`src/rtl/vsfx_pkg.sv`:
```
// Shared widths for the vsfx result writeback path.
// A writeback entry is packed as {addr, data, cr6, cr6_en}.
package vsfx_pkg;
  localparam int VR_W   = 128;
  localparam int CR_W   = 4;
  localparam int AW_DEF = 5;

  function automatic int entry_w(input int aw);
    return aw + VR_W + CR_W + 1;
  endfunction
endpackage

```
`src/rtl/vsfx_wb_fifo.sv`:
```
// Generic in-order synchronous FIFO with flush.
// The head word is read straight from storage, so a push never bypasses to dout.
module vsfx_wb_fifo #(
  parameter int DEPTH = 4,
  parameter int WIDTH = 8
) (
  input  logic                     clk,
  input  logic                     rst,
  input  logic                     push,
  input  logic                     pop,
  input  logic                     flush,
  input  logic [WIDTH-1:0]         din,
  output logic [WIDTH-1:0]         dout,
  output logic [$clog2(DEPTH):0]   count,
  output logic                     full,
  output logic                     empty
);
  localparam int PW = $clog2(DEPTH);
  localparam int CW = PW + 1;

  logic [WIDTH-1:0] mem [DEPTH];
  logic [PW-1:0]    rd_ptr;
  logic [PW-1:0]    wr_ptr;
  logic             do_push;
  logic             do_pop;

  assign empty   = (count == '0);
  assign full    = (count == CW'(DEPTH));
  assign do_pop  = pop && !empty && !flush;
  assign do_push = push && !flush && (!full || do_pop);
  assign dout    = mem[rd_ptr];

  always_ff @(posedge clk) begin
    if (rst || flush) begin
      rd_ptr <= '0;
      wr_ptr <= '0;
      count  <= '0;
    end else begin
      if (do_push) wr_ptr <= wr_ptr + 1'b1;
      if (do_pop)  rd_ptr <= rd_ptr + 1'b1;
      case ({do_push, do_pop})
        2'b10:   count <= count + 1'b1;
        2'b01:   count <= count - 1'b1;
        default: count <= count;
      endcase
    end
  end

  always_ff @(posedge clk) begin
    if (do_push) mem[wr_ptr] <= din;
  end
endmodule

```
`src/rtl/vsfx_wb.sv`:
```
// Writeback buffer between the vsfx unit and the VR file write port.
// SAT is accumulated at acceptance; CR6 is committed in retirement order.
module vsfx_wb
  import vsfx_pkg::*;
#(
  parameter int DEPTH = 4,
  parameter int AW    = AW_DEF
) (
  input  logic            clk,
  input  logic            rst,
  input  logic            vrt_en,
  input  logic [VR_W-1:0] vrt,
  input  logic            sat,
  input  logic [CR_W-1:0] cr6,
  input  logic            cr6_en,
  input  logic [AW-1:0]   vrt_addr,
  input  logic            flush,
  input  logic            vscr_sat_clr,
  input  logic            vrf_ready,
  output logic            vrf_we,
  output logic [AW-1:0]   vrf_waddr,
  output logic [VR_W-1:0] vrf_wdata,
  output logic            vscr_sat,
  output logic [CR_W-1:0] cr6_out,
  output logic            cr6_we,
  output logic            stall,
  output logic            ovf
);
  localparam int EW = entry_w(AW);
  localparam int CW = $clog2(DEPTH) + 1;

  logic [EW-1:0]   head;
  logic [CW-1:0]   count;
  logic            full;
  logic            empty;
  logic            pop;
  logic            push_ok;
  logic [CR_W-1:0] head_cr6;
  logic            head_cr6_en;

  // Gating with rst keeps a write from completing in the reset cycle.
  assign vrf_we  = !empty && !rst;
  assign pop     = vrf_we && vrf_ready;
  assign push_ok = vrt_en && !flush && (!full || pop);
  assign stall   = (count >= CW'(DEPTH - 1));
  assign {vrf_waddr, vrf_wdata, head_cr6, head_cr6_en} = head;

  vsfx_wb_fifo #(
    .DEPTH (DEPTH),
    .WIDTH (EW)
  ) u_fifo (
    .clk   (clk),
    .rst   (rst),
    .push  (push_ok),
    .pop   (pop),
    .flush (flush),
    .din   ({vrt_addr, vrt, cr6, cr6_en}),
    .dout  (head),
    .count (count),
    .full  (full),
    .empty (empty)
  );

  always_ff @(posedge clk) begin
    if (rst) begin
      vscr_sat <= 1'b0;
      cr6_out  <= '0;
      cr6_we   <= 1'b0;
      ovf      <= 1'b0;
    end else begin
      cr6_we <= pop && !flush && head_cr6_en;
      if (pop && !flush && head_cr6_en) cr6_out <= head_cr6;
      if (push_ok && sat)    vscr_sat <= 1'b1;
      else if (vscr_sat_clr) vscr_sat <= 1'b0;
      if (vrt_en && !flush && full && !pop) ovf <= 1'b1;
    end
  end
endmodule

```
`config.mk`:
```
export PLATFORM = sky130hd
export DESIGN_NAME = vsfx_wb
export DESIGN_NICKNAME = d
export VERILOG_FILES = /design/src/rtl/vsfx_pkg.sv /design/src/rtl/vsfx_wb_fifo.sv /design/src/rtl/vsfx_wb.sv
export SDC_FILE = /design/constraint.sdc
export NUM_CORES = 1
export LEC_CHECK = 0
export BUFFER_PORTS_ARGS = -buffer_cell sky130_fd_sc_hd__buf_2
export CORE_UTILIZATION = 45
export CTS_CLUSTER_SIZE = 10
export DETAILED_ROUTE_END_ITERATION = 10
export GPL_TIMING_DRIVEN = 0
export HOLD_SLACK_MARGIN = 0.12
export PLACE_DENSITY = 0.72
export SKIP_CTS_REPAIR_TIMING = 1
export SLEW_MARGIN = 20
export SYNTH_ARGS = -nofsm -noshare
export SYNTH_HDL_FRONTEND = slang
export SYNTH_HIERARCHICAL = 1
export SYNTH_SLANG_ARGS = --single-unit
```
`constraint.sdc`:
```
create_clock -name clk -period 9.2 [get_ports clk]
set_clock_uncertainty 0.2 [all_clocks]
set_input_delay 1.84 -clock clk [delete_from_list [all_inputs] [get_ports clk]]
set_output_delay 1.84 -clock clk [all_outputs]
set_load 0.01 [all_outputs]
```
==> impl_metrics.csv <==
group,metric,value,unit
setup_path,path_cells,"buf_2, buf_6, or3b_4, buf_6, a21boi_0, o211a_4, and2_4, buf_16, buf_12",
grt,grt_pass1_wl,60.03,mm
sta,layout_setup_ws,4.459,ns
synthesis,synth_area_leaders,"edfxtp_1 (80%), mux4_2 (15%), dfxtp_1 (1.5%)",
synthesis,syn-cell-area,0.02073,mm²
sta,fin_tns_setup,0,ns
synthesis,synth_top_area_cell,"edfxtp_1",
drt,wl_per_cell,21.86,µm
setup_path,critPathKind,"primary input to register",
clock_tree,cts_tree,"yes",
clock_tree,cts_inserted_buffers,67,
synthesis,synth_edf_count,552,
drt,drt-initial-drc-count,619,
grt,grt_pass1_vias,10192,
clock_tree,clkSinkCount,568,
pwr,p_per_area,210.9,mW/mm²
floorplan,design.die.area,0.04694,mm²
synthesis,synthCells,816,
clock_tree,clock_path_buffers,3,
final_layout,drive_above_1_share,0.4551,
placement,portBuffers,286,
drt,ant_nets,0,
synthesis,postSynthAreaPerCell,25.41,µm²
final_layout,diodes,0,
final_layout,finish.utilization,0.5527,
setup_path,start_kind,"primary input",
grt,grt.total_usage,0.1725,
clock_tree,clk_transition_reported_paths,0.05,ns
setup_path,crit_family,"compound AO/OA/AOI/OAI gates",
placement,dp_slack,3.866,ns
floorplan,core,0.04538,mm²
setup_path,crit_buf_inv,5,
drt,vias_per_cell,5.287,
drt,vias,9528,
pwr,switching_power,0.0009985,W
sta,worst_slew_pin_slew,0.8713,ns
pwr,pwr-share-seq,0.542,
setup_path,crit_cells,9,
final_layout,nets,1333,
worst_hold_path,holdPathStages,2,
floorplan,num_rows,78,
floorplan,die_w,216.6,µm
setup_path,slowest_stage,"a21boi_0",
clock_tree,htreeDepth,3,
grt,antenna_found_initial,10,
outcome,status,"finished, final reports clean",
placement,place_hpwl,24.84,mm
synthesis,synth_top_area_share,0.7995,
sta,rsz0062_at_grt,"no",
synthesis,synth_common_cells,"edfxtp_1 (552), mux4_2 (138), dfxtp_1 (16), buf_4 (13), nor2_1 (12)",
setup_path,cp-end-kind,"register",
sta,max-slew-margin-rel,0.4139,
pwr,clockPowerShare,0.435,
synthesis,ys_ff_latch,568,
synthesis,yosysSeqAreaShare,0.8150,
drt,dr.pass1.iters,4,
drt,drc,0,
clock_tree,root_buffer,"clkbuf_16",
sta,finalCritPeriodShare,0.5153,
clock_tree,worstSkewPairLatency,0.58,ns
pwr,leakage,8.286,nW
setup_path,critPathArrivalTime,4.80,ns
setup_path,cp.required,9.26,ns
placement,gp_congestion,0.7221,
synthesis,synth_most_common_cell,"edfxtp_1",
worst_hold_path,min_path_type,"register to register",
setup_path,critical-path-max-stage-delay,0.70,ns
pwr,combPwrFrac,0.023,
sta,holdWs,0.2807,ns
pwr,peakVddDrop,0.1990,mV
floorplan,die_y,216.6,µm
synthesis,dominantRegCellSynth,"edfxtp_1",
synthesis,ys_types,41,
floorplan,floorplan.initialDensity,0.4569,
grt,overflow,0,
drt,wl,39.40,mm
final_layout,syn_to_final_growth,20.99,%
setup_path,path_max_fanout,44,
floorplan,io_pins,287,
synthesis,async_reset_ff_frac,0,
sta,hold_viol,0,
synthesis,yosysWarnings,6,
sta,slew_viol_final,0,
pwr,swShare,0.1888,
sta,fin_crit,4.741,ns
grt,grt_max_degree,45,
setup_path,ff2ff_path_depth,8,
setup_path,path_common_cell,"buf_6",
run,drv_cap,0,
pwr,power.internal,0.004292,W
sta,fmax,210.9,MHz
synthesis,syn_nets,966,
sta,setup_viol,0,
-- path summary, 6_finish.rpt --
check	from	end	slack [ns]
max	rst	u_fifo/mem[2][75]	4.46
min	cr6_out[2]	cr6_out[2]	0.28
max reg2reg	u_fifo/count[1]	u_fifo/mem[2][75]	5.38
min reg2reg	cr6_out[2]	cr6_out[2]	0.28
-- stage by stage --
stage                     total power (W)  instance area (µm²)  std cells
after global placement           0.003034                22910       1702
after global routing             0.005461                25080       1802
after detailed placement         0.003043                23220       1714
after floorplan                  0.002961                20730        816
final                            0.005290                25080       1802
after CTS                        0.005361                25080       1802
-- sequential cells by signal, indices dropped and copies added (netlist names), named ones only --
| signal | flops |
|---|---|
| cr6_we | 1 |
| u_fifo/rd_ptr | 2 |
| vscr_sat | 1 |
| ovf | 1 |
| u_fifo/mem | 552 |
| u_fifo/count | 3 |
| u_fifo/wr_ptr | 2 |
| cr6_out | 4 |
-- area by class of cell --
class	count	area, µm²
clock inverters	7	92.59
clock buffers	81	1772
flip-flops and latches	568	16900
well taps	600	750.7
inverters	8	42.54
multi-input cells	205	3591
plain buffers	35	207.7
repair buffers	298	1732
fillers	3382	20300
-- kinds of logic after synthesis --
family | synth area share
buffers and inverters | 0.01207
flip-flops | 0.8150
XOR/XNOR | 0.002112
AO/OA/AOI/OAI | 0.008027
multiplexers | 0.1504
AND/OR/NAND/NOR | 0.009053
adder cells (fa/ha/maj) | 0.003380
-- power groups by stage --
stage / clock (W) / sequential (W) / combinational, W
4_1_cts: 0.00237 / 0.00287 / 0.000125
6_report: 0.00230 / 0.00287 / 0.000122
2_1_floorplan: 0 / 0.00292 / 0.0000407
5_1_grt: 0.00246 / 0.00287 / 0.000134
3_3_place_gp: 0 / 0.00292 / 0.000114
3_5_place_dp: 0 / 0.00292 / 0.000124
-- layer usage --
layer  global-route usage  part of all wire  up-vias
met1               0.2193              0.40     4931
met4              0.06291             0.021       20
li1                     -                 -     4206
met5                    0            0.0030        -
met3              0.05768             0.084       82
met2               0.2768              0.49      289
-- worst min-delay path, stage by stage, from the launching register on --
cell     delay, ns
dfxtp_1       0.30
o21ai_0       0.07
a21oi_1       0.06
-- cells in the final DEF, fill, tap and decap left out, types with 2 or more instances in the layout --
master / count
edfxtp_1: 552
buf_2: 290
mux4_2: 138
clkbuf_16: 69
clkbuf_1: 19
dfxtp_1: 16
buf_4: 13
nor2_1: 12
buf_1: 8
buf_16: 8
inv_1: 7
nand3_1: 7
a21oi_1: 5
inv_6: 4
and2_4: 4
xnor2_1: 4
ha_1: 4
buf_12: 4
buf_6: 3
o21ai_0: 3
or3b_4: 2
nand2b_1: 2
o21ai_1: 2
nand2_1: 2
(Power assumes the default switching activity.)
